`src/rtl/gpio_key_event_scanner.sv`:
```
// Purpose : synchronise and debounce NUM_KEYS raw key lines, report level and lowest-pressed code, queue press/release events.
// Latency : key_in edge -> key_state 2 sync cycles + up to STABLE_SAMPLES ticks + 1; key_state -> evt_valid about 2 cycles.
// Backpres: evt_ready stalls the event FIFO; an event arriving while it is full and not popping is dropped and sets overflow.
// Ports   : clk/rst (sync, active high); key_in raw lines; key_state/any_pressed/key_code debounced view;
//           evt_valid/evt_data/evt_ready show-ahead event stream {press, index}; evt_count FIFO fill;
//           overflow sticky drop flag, cleared by ovf_clr (set wins on a tie).
module gpio_key_event_scanner #(
    parameter int NUM_KEYS       = 13,
    parameter bit ACTIVE_LOW     = 1'b0,
    parameter int TICK_DIV       = 50000,
    parameter int STABLE_SAMPLES = 4,
    parameter int FIFO_DEPTH     = 8,
    localparam int IDX_W         = $clog2(NUM_KEYS),
    localparam int CNT_W         = $clog2(FIFO_DEPTH) + 1
) (
    input  logic                clk,
    input  logic                rst,
    input  logic [NUM_KEYS-1:0] key_in,
    output logic [NUM_KEYS-1:0] key_state,
    output logic                any_pressed,
    output logic [IDX_W-1:0]    key_code,
    output logic                evt_valid,
    output logic [IDX_W:0]      evt_data,
    input  logic                evt_ready,
    output logic [CNT_W-1:0]    evt_count,
    output logic                overflow,
    input  logic                ovf_clr
);
    localparam int PTR_W = $clog2(FIFO_DEPTH);
    localparam int TCK_W = $clog2(TICK_DIV);

    // ---------------- input synchroniser ----------------
    logic [NUM_KEYS-1:0] sync1, sync2, lvl;

    always_ff @(posedge clk) begin
        if (rst) begin
            sync1 <= '0;
            sync2 <= '0;
        end else begin
            sync1 <= key_in;
            sync2 <= sync1;
        end
    end

    // Normalise so that 1 always means pressed from here on.
    assign lvl = sync2 ^ {NUM_KEYS{ACTIVE_LOW}};

    // ---------------- debounce sample tick ----------------
    logic [TCK_W-1:0] tick_cnt;
    logic             tick;

    assign tick = (tick_cnt == TCK_W'(TICK_DIV - 1));

    always_ff @(posedge clk) begin
        if (rst)       tick_cnt <= '0;
        else if (tick) tick_cnt <= '0;
        else           tick_cnt <= tick_cnt + 1'b1;
    end

    // ---------------- per-key debounce ----------------
    logic [STABLE_SAMPLES-1:0] hist     [NUM_KEYS];
    logic [STABLE_SAMPLES-1:0] hist_nxt [NUM_KEYS];
    logic [NUM_KEYS-1:0]       rise, fall;

    // The decision uses the history including the sample taken on this
    // tick, so a level held for STABLE_SAMPLES ticks is accepted on the last.
    always_comb begin
        for (int k = 0; k < NUM_KEYS; k++) begin
            hist_nxt[k] = {hist[k][STABLE_SAMPLES-2:0], lvl[k]};
            rise[k]     = tick & (&hist_nxt[k]) & ~key_state[k];
            fall[k]     = tick & ~(|hist_nxt[k]) & key_state[k];
        end
    end

    always_ff @(posedge clk) begin
        if (rst) begin
            for (int k = 0; k < NUM_KEYS; k++) hist[k] <= '0;
            key_state <= '0;
        end else if (tick) begin
            for (int k = 0; k < NUM_KEYS; k++) hist[k] <= hist_nxt[k];
            key_state <= (key_state | rise) & ~fall;
        end
    end

    // ---------------- event serialiser ----------------
    logic [NUM_KEYS-1:0] pending;
    logic                sel_vld;
    logic [IDX_W-1:0]    sel_idx;
    logic [IDX_W:0]      push_dat;

    // Scan from the top down so the lowest set index is the last to win.
    always_comb begin
        sel_vld = 1'b0;
        sel_idx = '0;
        for (int k = NUM_KEYS - 1; k >= 0; k--) begin
            if (pending[k]) begin
                sel_vld = 1'b1;
                sel_idx = IDX_W'(k);
            end
        end
    end

    // key_state[k] already holds the new level by the time pending[k] is seen.
    assign push_dat = {key_state[sel_idx], sel_idx};

    // New changes only arrive on a tick, and TICK_DIV leaves enough cycles
    // to drain every pending bit before the next one.
    always_ff @(posedge clk) begin
        if (rst) pending <= '0;
        else     pending <= (pending & ~(sel_vld ? (NUM_KEYS'(1) << sel_idx) : '0)) | rise | fall;
    end

    // ---------------- show-ahead event FIFO ----------------
    logic [IDX_W:0]   mem [FIFO_DEPTH];
    logic [PTR_W:0]   wr_ptr, rd_ptr;
    logic             full, pop, wr_en, ovf_set;

    assign evt_count = wr_ptr - rd_ptr;
    assign evt_valid = (evt_count != '0);
    assign full      = (evt_count == CNT_W'(FIFO_DEPTH));
    assign pop       = evt_valid & evt_ready;
    // A simultaneous pop frees the slot, so a full FIFO can still accept.
    assign wr_en     = sel_vld & (~full | pop);
    assign ovf_set   = sel_vld & full & ~pop;
    assign evt_data  = evt_valid ? mem[rd_ptr[PTR_W-1:0]] : '0;

    always_ff @(posedge clk) begin
        if (wr_en) mem[wr_ptr[PTR_W-1:0]] <= push_dat;
    end

    always_ff @(posedge clk) begin
        if (rst) begin
            wr_ptr   <= '0;
            rd_ptr   <= '0;
            overflow <= 1'b0;
        end else begin
            if (wr_en)        wr_ptr   <= wr_ptr + 1'b1;
            if (pop)          rd_ptr   <= rd_ptr + 1'b1;
            if (ovf_set)      overflow <= 1'b1;
            else if (ovf_clr) overflow <= 1'b0;
        end
    end

    // ---------------- status view ----------------
    always_comb begin
        key_code = '0;
        for (int k = NUM_KEYS - 1; k >= 0; k--) begin
            if (key_state[k]) key_code = IDX_W'(k);
        end
    end

    assign any_pressed = |key_state;

endmodule
```
`config.mk`:
```
export PLATFORM = sky130hd
export DESIGN_NAME = gpio_key_event_scanner
export DESIGN_NICKNAME = d
export VERILOG_FILES = /design/src/rtl/gpio_key_event_scanner.sv
export SDC_FILE = /design/constraint.sdc
export NUM_CORES = 1
export LEC_CHECK = 0
export CORE_ASPECT_RATIO = 1.4
export CORE_UTILIZATION = 25
export CTS_CLUSTER_SIZE = 10
export DETAILED_ROUTE_END_ITERATION = 10
export DONT_BUFFER_PORTS = 1
export MAX_ROUTING_LAYER = met4
export PLACE_DENSITY = 0.42
export RECOVER_POWER = 25
export SLEW_MARGIN = 15
export SYNTH_ARGS = -nofsm -noshare
export SYNTH_HDL_FRONTEND = slang
export SYNTH_SLANG_ARGS = --single-unit
```
`constraint.sdc`:
```
create_clock -name clk -period 2.96 [get_ports clk]
set_clock_uncertainty 0.05 [all_clocks]
set_input_delay 0.592 -clock clk [delete_from_list [all_inputs] [get_ports clk]]
set_output_delay 0.592 -clock clk [all_outputs]
set_load 0.1 [all_outputs]
```
Word-level counts from Yosys, hierarchy flattened
Memory sizes are Yosys's and may differ from the RTL's. A register that Yosys moved wholly into a read port is not among the register bits.
Index checks and enable logic that the tools add are counted.
{ "op_classes": {"addsub": 4, "n_lt_le_gt_ge": 1, "n_eq_ne": 2, "shift": 1, "muxes": 67, "bitwise": 105, "reduce_logical": 30} }
{ "op_table": {"columns": ["op", "n"], "rows": [
  ["4-bit two-way mux", 39],
  ["1-bit AND", 56],
  ["4-bit AND reduction", 13],
  ["4-bit OR reduction", 13],
  ["13-bit bitwise OR", 3],
  ["1-bit inverter", 28],
  ["13-bit AND", 2],
  ["13-bit inverter", 2],
  ["1-bit two-way mux", 23],
  ["16-bit by 1-bit adder with 16-bit output (second input constant)", 1],
  ["16-bit equality test (second input constant)", 1],
  ["1-bit bitwise OR", 14],
  ["13-bit two-way mux", 1],
  ["13-bit OR reduction", 1],
  ["1-bit by 4-bit << shifter with 13-bit output (first input constant)", 1],
  ["4-bit by 1-bit adder with 4-bit output (second input constant)", 2],
  ["3-bit two-way mux", 2],
  ["4-bit by 5-bit less-than comparator with 1-bit output (second input constant)", 1],
  ["5-bit two-way mux", 1],
  ["1-bit binary-select mux with 4-bit select", 1],
  ["4-bit equality test (second input constant)", 1],
  ["4-bit nonzero test", 1],
  ["4-bit subtractor", 1],
  ["2-bit nonzero test", 1],
  ["2-bit OR reduction", 1]
]} }
{ "word_totals": {"ff_bits": 77, "ram_bits": 92, "inputBits": 17, "out_inout_bits": 29, "wordCells": 220, "n_memories": 2} }
{ "mem_list": {"columns": ["name", "depth", "word_bits", "read_ports", "rd_ports_with_merged_regs", "wr", "line_no", "source"], "rows": [
  ["hist", 13, 4, 13, 0, 13, "61", "logic [STABLE_SAMPLES-1:0] hist [NUM_KEYS];"],
  ["mem", 8, 5, 1, 1, 1, "114", "logic [IDX_W:0] mem [FIFO_DEPTH];"]
]} }

Logic depth before layout (Yosys ltp)
Gate-level depths: netlist of the first run.
{ "logic_depth": {"depth_word": 19, "mapped_depth": 9, "ltp_nobuf": 9} }

Least setup slack after synthesis of the first run
OpenSTA, ideal clock, no wires.
{ "synth_path": {"kind": "flip-flop to output port", "from": "register wr_ptr[0]", "to": "output evt_data[0]", "t_arrival_ns": 4.324, "required_time_ns": 2.318, "setup_slack_ns": -2.006, "path_stages_with_launch": 8, "path_buffers": 0, "cell_sequence": "dfxtp_1 inv_1 ha_1 fa_1 xnor2_1 or3_1 nor2_1 nor2_1"} }
{ "synth_between": {"elab_chain_len": 3} }
{ "synth_lines": {"columns": ["element", "line_no", "source"], "rows": [
  ["start: declaration", "115", "logic [PTR_W:0] wr_ptr, rd_ptr;"],
  ["start signal: assignment", "137", "if (wr_en) wr_ptr <= wr_ptr + 1'b1;"],
  ["4-bit subtractor", "118", "assign evt_count = wr_ptr - rd_ptr;"],
  ["net evt_count[2]", "25", "output logic [CNT_W-1:0] evt_count,"],
  ["4-bit nonzero test", "119", "assign evt_valid = (evt_count != '0);"],
  ["5-bit two-way mux", "125", "assign evt_data = evt_valid ? mem[rd_ptr[PTR_W-1:0]] : '0;"],
  ["end: declaration", "23", "output logic [IDX_W:0] evt_data,"]
]} }
The timed path passes the listed nets, and every way through them passes these cells.

Final worst setup path of the first run
{ "layout_path": {"from": "register wr_ptr[0]", "to": "output evt_data[3]"} }
{ "layout_between": {"elab_chain_len": 3} }
{ "layout_lines": {"columns": ["element", "line_no"], "rows": [
  ["4-bit subtractor", "118"],
  ["4-bit nonzero test", "119"],
  ["5-bit two-way mux", "125"]
]} }
Every way passes these cells.

==> impl_metrics.toml, run 1 <==
[timing]
whs_ns = 0.1768
fmaxAchievable_mhz = 322.8
setup_viol = 6
fin_tns_setup_ns = -0.7974
relSlewSlack_pct = 4.298
setup_ws_ns = -0.1376
min_period_over_period_pct = 104.6
period_needed_ns = 3.098
rsz0062_at_grt = "yes"
worst_pin_slew_ns = 1.436
drv_slew = 0
finalHoldViolCount = 0

[drt]
antenna_left = 0
wire_per_inst_microns = 15.65
dr.pass1.iters = 5
wl_microns = 16260
vias_per_cell = 4.574
drc = 0
vias = 4752
dr.first_iter.drc_count = 194

[die]
die_w_microns = 142.3
initial_core_util_pct = 25.53
num_rows = 71
die-area_sq_mm = 0.02825
core_sq_mm = 0.02701
ios = 46
die_y_microns = 198.5

[synth]
synth-simple-area-share_pct = 21.36
synth_most_common_cell = "dfxtp_1"
ys_seq_area_share_pct = 57.64
synth_top_area_share_pct = 34.41
yosys_most_used_dff = "dfxtp_1"
synth_commonest_cells = "80 x dfxtp_1, 79 x edfxtp_1, 66 x nor2_1"
synth_compound_area_share_pct = 9.764
yosysTopAreaCell = "edfxtp_1"
synth_edf_count = 79
synth_mux_area_share_pct = 4.592
synthCells = 614
synth-adder-area-share_pct = 1.379
ys_types = 63
syn_area_sq_mm = 0.006894
ys_ff_latch = 159
synthXorXnorAreaFrac_pct = 2.160
syn_avg_cell_area_sq_um = 11.23
synth_top_family_by_area = "simple AND/OR/NAND/NOR gates"
yosys-top-cells-area = "edfxtp_1 34%, dfxtp_1 23%, nor2b_1 4.4%"
yosysWarnings = 0
synthArstFlopShare_pct = 0
syn_nets = 638

[placed_design]
dpl.hpwl_microns = 11440
pre_cts_slack_ns = 0.1347
port-buffer-count = 0
place_area_sq_mm = 0.007740
place_congestion = 0.8058
dp_cells = 997

[layout]
antenna-diode-count = 0
fin_util_pct = 31.06
drive_gt1_share_pct = 19.44
nets = 685
syn_to_final_growth_pct = 21.65
instances_no_fill = 1039
finalInstanceArea_sq_mm = 0.008387

[worst_setup_path]
timing.rr.start = "wr_ptr[0]$_SDFFE_PP0P_"
cp_max_fo = 5
crit_top_cell = "nor2_4"
r2r_slack_ns = 0.08
critPathCaptureType = "output port"
rr_worst_depth = 10
crit_required_ns = 2.32
endpoint = "evt_data[3]"
path_class = "flip-flop to output port"
timing.rr.end = "mem[2][1]$_DFFE_PP_"
critPathMaxStageDelay_ns = 0.59
cp.buffers_inverters = 3
cp_top_family = "adder cells"
cp_slowest_cell = "fa_2"
arrival_ns = 2.46
startpoint = "wr_ptr[0]$_SDFFE_PP0P_"
worst_setup_path_start_kind = "flip-flop"
cp.depth = 8
path_cells = "inv_2 -> ha_4 -> fa_2 -> clkinvlp_4 -> or3_4 -> nor2_4 -> buf_8 -> nor2_4"

[cts]
cts_buffers = 17
root_buffer = "clkbuf_16"
clk_latency_ns = 0.42
h-tree-depth = 4
clockBufferDepth = 2
cts_tree = "built"
clock_sinks = 159
path_clk_slew_ns = 0.07

[pwr]
ir_drop_mv = 0.3404
p_leak_nw = 2.923
p_total_mw = 6.286
p_per_area_mw_per_mm2 = 749.5

[global_route]
grtUsageTotal_pct = 12.76
grt_pass1_vias = 4912
grt_pass1_wl_microns = 26290
grt_max_degree = 75
antenna_found_initial = 0
grt_overflow = 0

[hold_path]
hold_path.class = "input port to flip-flop"
worstHoldPathCells = 1

[outcome]
violations = "setup timing"
status = "finished, violations left"

[job]
maxCapViolations = 0
==> routing by layer <==
| metal | up-vias | wire, microns | GRT usage, % |
|---|---|---|---|
| met1 | 2308 | 6783 | 13.76 |
| met3 | 30 | 591 | 2.792 |
| met4 | 0 | 447 | 6.213 |
| met5 | - | 0 | - |
| met2 | 96 | 8441 | 22.06 |
| li1 | 2318 | - | - |
==> area by class of cell <==
cell class / count / area (sq um)
Clock buffer: 21 / 470.5
Clock inverter: 11 / 81.33
Fill cell: 2804 / 18620
Inverter: 21 / 86.33
Multi-Input combinational cell: 410 / 2856
Sequential cell: 159 / 3981
Tap cell: 365 / 456.7
Timing Repair Buffer: 52 / 454.2
==> registers in the layout, indices dropped and copies added, names as in the netlist, named ones only <==
name	flops
wr_ptr	4
lvl	13
rd_ptr	4
sync1	13
key_state	13
pending	13
tick_cnt	16
hist	39
overflow	1
mem	40
==> cells in the final DEF (no fill, tap or decap), drive strengths merged, types with 2 or more instances in the layout <==
cell type  netlist  final
o41ai            2      2
edfxtp          79     79
dfxtp           80     80
nand3           15     15
clkbuf          16     30
o21ai           16     16
a211oi          12     12
mux2i            8      8
a211o            2      2
nand2b           4      4
clkinv           0      4
o21bai           6      6
or3              7      7
o22ai            2      2
nor2b           48     48
o31ai            4      4
nand4            6      6
ha               6      6
a22oi            2      2
clkinvlp         0      4
nand2           29     29
nor2            66     66
and3             4      4
mux4            10     10
or2              2      2
or4              6      6
a21oi           34     34
a2111oi          2      2
buf              8     43
xnor2            6      6
a21o             7      7
nor4            12     12
o21a             4      4
xor2            11     11
and2            32     32
nor3            19     19
inv             21     24
and4            12     12
==> logic make-up after synthesis <==
logic type      after synthesis
simple gates                267
xor+xnor                     17
compound gates              100
mux                          19
fa+ha+maj                     7
flops                       159
buf+inv                      45
==> worst min path at each step <==
stage	startpoint	to	slack [ns]
CTS	rst	sync1[6]$_SDFF_PP0_	0.16
floorplan	sync1[0]$_SDFF_PP0_	lvl[0]$_SDFF_PP0_	0.36
global placement	sync1[9]$_SDFF_PP0_	lvl[9]$_SDFF_PP0_	0.37
detailed placement	sync1[7]$_SDFF_PP0_	lvl[7]$_SDFF_PP0_	0.37
global route	rst	sync1[6]$_SDFF_PP0_	0.15
finish	rst	lvl[6]$_SDFF_PP0_	0.18
==> power by group <==
part / total (mW) / switching (mW) / internal (mW) / leakage, nW
registers: 2.42 / 0.0561 / 2.37 / 1.40
clock network: 2.06 / 0.917 / 1.15 / 0.271
logic: 1.80 / 1.21 / 0.588 / 1.25
total: 6.29 / 2.18 / 4.10 / 2.92
==> what timing repair did <==
| item | CTS | global route |
|---|---|---|
| hold buffers | 0 | 0 |
| pin swaps | 10 | 8 |
| setup buffers | 8 | 4 |
| setup endpoints to repair | 6 | 12 |
| gates resized for setup | 7 | 10 |
Power figures use the tool's default switching activity.
==> run 2, diff against run 1 <==
CTS_CLUSTER_SIZE = 40   (was 10)
==> results of run 2 <==
The final DEF is identical to that of run 1; final timing and power are the same.
==> run 3, diff against run 2 <==
CTS_CLUSTER_SIZE = 10   (was 40)
==> results of run 3 <==
The final DEF is identical to that of run 1; final timing and power are the same.
